$ cat config.mk
export PLATFORM = sky130hd
export DESIGN_NAME = inst_seq_player
export DESIGN_NICKNAME = d
export VERILOG_FILES = /design/src/rtl/inst_seq_player.sv
export SDC_FILE = /design/constraint.sdc
export NUM_CORES = 1
export LEC_CHECK = 0
export ABC_AREA = 1
export BUFFER_PORTS_ARGS = -buffer_cell sky130_fd_sc_hd__buf_2
export CORE_MARGIN = 3
export CORE_UTILIZATION = 45
export DETAILED_ROUTE_END_ITERATION = 12
export PLACE_DENSITY = 0.64
export SYNTH_ARGS = -nofsm -noshare
export SYNTH_HDL_FRONTEND = slang
export SYNTH_SLANG_ARGS = --single-unit
$ cat constraint.sdc
create_clock -name clk -period 3.2 [get_ports clk]
set_input_delay 0.64 -clock clk [delete_from_list [all_inputs] [get_ports clk]]
set_output_delay 0.64 -clock clk [all_outputs]
set_load 0.03 [all_outputs]
$ cat src/rtl/inst_seq_player.sv
// inst_seq_player: loadable instruction sequencer feeding a core's inst port.
// Holds up to DEPTH instruction words with per-entry hold counts and replays
// them back-to-back on start; drives NOP_INST whenever no entry is playing.
// Optional build macro INST_SEQ_LOOP_EN: playback wraps to entry 0 instead of
// returning to IDLE (done still pulses once per pass).
//
// state | meaning
// IDLE  | NOP on inst, waiting for start
// PLAY  | table entry cur_idx on inst, hold_cnt cycles left after this one
module inst_seq_player #(
  parameter int          DEPTH    = 8,
  parameter int          HOLD_W   = 8,
  parameter logic [31:0] NOP_INST = 32'h00000013
) (
  input  logic                       clk,
  input  logic                       reset,
  input  logic                       wr_en,
  input  logic [$clog2(DEPTH)-1:0]   wr_addr,
  input  logic [31:0]                wr_inst,
  input  logic [HOLD_W-1:0]          wr_hold,
  input  logic [$clog2(DEPTH):0]     len,
  input  logic                       start,
  input  logic                       stall,
  output logic [31:0]                inst,
  output logic                       inst_valid,
  output logic                       busy,
  output logic                       done,
  output logic [$clog2(DEPTH)-1:0]   cur_idx
);

  localparam int AW = $clog2(DEPTH);
  localparam int LW = AW + 1;

  typedef enum logic {IDLE, PLAY} state_t;

  state_t            state_q, state_d;
  logic [31:0]       mem_inst [DEPTH];
  logic [HOLD_W-1:0] mem_hold [DEPTH];
  logic [HOLD_W-1:0] hold_q, hold_d;
  logic [LW-1:0]     len_q, len_d;
  logic [AW-1:0]     idx_d, idx_nxt;
  logic [31:0]       inst_d;
  logic              valid_d, done_d;
  logic              last_entry;

  // A hold of 0 behaves like 1: the word is shown for one cycle.
  function automatic logic [HOLD_W-1:0] hold_init(input logic [HOLD_W-1:0] h);
    return (h == '0) ? '0 : h - 1'b1;
  endfunction

  assign idx_nxt    = cur_idx + 1'b1;
  assign last_entry = ({1'b0, cur_idx} == (len_q - 1'b1));
  assign busy       = (state_q == PLAY);

  // Table storage: plain synchronous write, deliberately not reset.
  always_ff @(posedge clk) begin
    if (wr_en) begin
      mem_inst[wr_addr] <= wr_inst;
      mem_hold[wr_addr] <= wr_hold;
    end
  end

  // State and registered outputs.
  always_ff @(posedge clk or negedge reset) begin
    if (!reset) begin
      state_q    <= IDLE;
      hold_q     <= '0;
      len_q      <= LW'(1);
      cur_idx    <= '0;
      inst       <= NOP_INST;
      inst_valid <= 1'b0;
      done       <= 1'b0;
    end else begin
      state_q    <= state_d;
      hold_q     <= hold_d;
      len_q      <= len_d;
      cur_idx    <= idx_d;
      inst       <= inst_d;
      inst_valid <= valid_d;
      done       <= done_d;
    end
  end

  // Next-state and next-output decode.
  always_comb begin
    state_d = state_q;
    hold_d  = hold_q;
    len_d   = len_q;
    idx_d   = cur_idx;
    inst_d  = inst;
    valid_d = inst_valid;
    done_d  = 1'b0;
    case (state_q)
      IDLE: begin
        if (start) begin
          if (len == '0)
            len_d = LW'(1);
          else if (len > LW'(DEPTH))
            len_d = LW'(DEPTH);
          else
            len_d = len;
          idx_d   = '0;
          inst_d  = mem_inst[0];
          hold_d  = hold_init(mem_hold[0]);
          valid_d = 1'b1;
          state_d = PLAY;
        end
      end
      PLAY: begin
        if (!stall) begin
          if (hold_q != '0) begin
            hold_d = hold_q - 1'b1;
          end else if (!last_entry) begin
            idx_d  = idx_nxt;
            inst_d = mem_inst[idx_nxt];
            hold_d = hold_init(mem_hold[idx_nxt]);
          end else begin
            done_d = 1'b1;
`ifdef INST_SEQ_LOOP_EN
            idx_d  = '0;
            inst_d = mem_inst[0];
            hold_d = hold_init(mem_hold[0]);
`else
            idx_d   = '0;
            inst_d  = NOP_INST;
            hold_d  = '0;
            valid_d = 1'b0;
            state_d = IDLE;
`endif
          end
        end
      end
      default: state_d = IDLE;
    endcase
  end

endmodule

==> flow_summary.yaml <==
critical_path:
  rr_startpoint: "len_q[0]$_DFFE_PN1P_"
  reg2regPathDepth: 11
  crit_chain: "inv_1 -> ha_1 -> xnor2_1 -> a21oi_1 -> nand3_2 -> nand2_1 -> inv_1 -> nand3_2 -> buf_4 -> a21oi_1 -> nand3b_1"
  cp_slowest_cell: "dfstp_2"
  path_delay_family: "buffers and inverters"
  r2r_slack_ns: 0.61
  crit_path_end_kind: "flop"
  crit_buf_inv: 3
  critPathMaxFanout: 22
  cpPeakStageDelay_ns: 0.53
  arrival_ns: 2.98
  crit_path_start_kind: "flop"
  crit_type: "reg -> reg"
  cp.required_ns: 3.59
  r2r-end: "inst[9]$_DFFE_PN0P_"
floorplanning:
  ios: 90
  dieArea_um2: 36400
  die_h_um: 191
  initial_core_util_pct: 45.7
  coreArea_um2: 33600
  rows: 67
  fp.dieW_um: 191
power_and_ir_drop:
  power.internal_uw: 8490
  power.share.switching_pct: 22.2
  leakagePower_uw: 0.00663
  pwr-share-comb_pct: 7.0
  max-vdd-ir-drop_uv: 384
  seq_power_share_pct: 51.1
  p_switching_uw: 2430
  finalPower_uw: 10900
  power_frac_clock_pct: 41.9
  power.density_nw_per_um2: 616
logic_synthesis:
  yosys-top-cells-count: "edfxtp_1, nand2_1, a21oi_1"
  syn_area_um2: 15400
  yosys.area.top_type: "edfxtp_1"
  synth_cells: 1252
  synth-seq-cells: 370
  synthesis.nets: 1311
  synth_area_leaders: "edfxtp_1, dfrtp_1, nand2_1, a21oi_1, a221o_1"
  synth_ff_type: "edfxtp_1"
  ys_seq_area_share_pct: 70.7
  synthArstFlopShare_pct: 13.5
  avgSynthCellArea_um2: 12.3
  synth_top_area_share_pct: 62.5
  yosysWarnings: 0
  synth-edff-count: 320
  yosysUniqueCellTypes: 43
  yosysMostFrequentCell: "edfxtp_1"
clocking:
  cts_buffer_depth: 3
  cts_sinks: 370
  cts.clk_slew.worst_paths_ns: 0.06
  postCtsResizedCells: 0
  clock_latency_ns: 0.53
  h-tree-depth: 2
  cts_root_buffer: "clkbuf_16"
  post-cts-setup-buffers: 0
  cts_buffers: 39
  hold_buffers: 0
  cts_tree: "built"
global_routing:
  overflow: 0
  grt_pass1_wl_mm: 57.1
  grt_usage_pct: 20.3
  grt_start_max_net_pins: 160
  antenna_found_initial: 3
  grt_pass1_vias: 9820
placement:
  gp_congestion: 0.846
  io_buffer_count: 89
  pre_cts_ws_ns: 0.630
  dp_hpwl_mm: 20.3
layout:
  seq_area_um2: 10900
  fin_util_pct: 52.7
  fin_nets: 1393
  multi_input_area_um2: 3950
  drive_above_1_share_pct: 15.9
  fillers: 2871
  syn2layout_area_growth_pct: 15.2
route:
  vias: 10200
  wl_mm: 36.9
  avgViaCountPerCell: 5.60
  detail_route.wl_per_cell_um: 20.4
  ant_nets: 0
  dr.first_iter.drc_count: 943
  post-route-drc-count: 0
  drtPass1Iterations: 7
timing:
  finalSetupTns_ns: 0
  worst_slack_ns: 0.606
  min_period_ns: 2.59
  maxSlewHeadroom_pct: 47.7
  post-route-period-util_pct: 81.1
  tightest_slew_ns: 0.784
  hold_slack_ns: 0.279
  max_freq_mhz: 386
  rsz0062_at_grt: "no"
  fin_skew_ns: 0.0193
  finalSetupViolations: 0
  finalHoldViolations: 0
  slew_viol_final: 0
hold_path:
  hold_class: "in -> async"
flow_run:
  maxCapViolCount: 0
status:
  outcome: "completed"
per-stage QoR:
stage | area, um^2 | cells
2_1_floorplan | 15400 | 1252
3_3_place_gp | 16400 | 1741
4_1_cts | 17700 | 1813
5_1_grt | 17700 | 1813
6_report | 17700 | 1814
3_5_place_dp | 16400 | 1741
area by class of cell:
type / count / share of cell area [%]
clock buffer: 50 / 6.03
timing repair buffer: 115 / 4.18
inverter: 72 / 1.54
antenna: 1 / 0.0141
sequential: 370 / 61.4
clock inverter: 22 / 1.38
tap: 448 / 3.16
multi-input combinational: 736 / 22.3
state kept, by name, summed over array words and instances, names as in the netlist:
name,cells
inst_valid,1
mem_hold,64
done,1
len_q,4
hold_q,8
mem_inst,256
inst,32
busy,1
cur_idx,3
kinds of logic after synthesis:
logic type / after synthesis / share of synthesized area [%]
DFF: 370 / 70.7
and+or+nand+nor: 421 / 11.9
AOI/OAI and AO/OA: 296 / 11.8
adders and majority gates: 7 / 0.570
xor gates and xnor gates: 12 / 0.782
buffers and inverters: 146 / 4.22
routing by layer:
layer / GRT usage, % / up-vias / share of wire, %
met1: 30.3 / 5047 / 46
met4: 4.26 / 6 / 1.4
met2: 31.6 / 356 / 46
li1: - / 4693 / -
met3: 3.38 / 56 / 6.5
met5: 0 / - / 0.11
worst reg2reg max path, stage by stage, from the launching register on:
cell and delay, ns:
dfstp_2 0.53, inv_1 0.07, ha_1 0.31, xnor2_1 0.13
a21oi_1 0.17, nand3_2 0.13, nand2_1 0.15, inv_1 0.26
nand3_2 0.13, buf_4 0.32, a21oi_1 0.09, nand3b_1 0.17
cell usage in the layout, fill, tap and decap left out, types with 9 or more instances in the layout:
cell type,n
nand2_1,246
a21oi_1,164
edfxtp_1,320
o21ai_0,47
buf_2,89
a221o_1,38
nor2_4,9
a221oi_1,16
nand3b_1,21
clkbuf_16,40
inv_1,65
dfrtp_1,45
nor2_1,63
buf_4,18
nand3_1,58
how the worst max path moves through the flow:
stage / endpoint / depth (start not counted) / slack [ns] / startpoint
3_3_place_gp: hold_q[6]$_DFFE_PN0P_ / 12 / 0.66 / cur_idx[0]$_DFFE_PN0P_
4_1_cts: inst[9]$_DFFE_PN0P_ / 11 / 0.60 / len_q[0]$_DFFE_PN1P_
6_report: inst[9]$_DFFE_PN0P_ / 11 / 0.61 / len_q[0]$_DFFE_PN1P_
5_1_grt: hold_q[7]$_DFFE_PN0P_ / 12 / 0.36 / cur_idx[0]$_DFFE_PN0P_
2_1_floorplan: mem_hold[0][0]$_DFFE_PP_ / 3 / 0.30 / wr_addr[0]
3_5_place_dp: inst[0]$_DFFE_PN1P_ / 9 / 0.63 / start
power groups by stage:
stage	Combinational, uW	Sequential [uW]	Clock (uW)
floorplan	408	5710	0
global placement	755	5670	0
detailed placement	768	5670	0
CTS	771	5570	4630
global route	855	5590	4830
finish	768	5570	4570
Power figures use the tool's default switching activity.
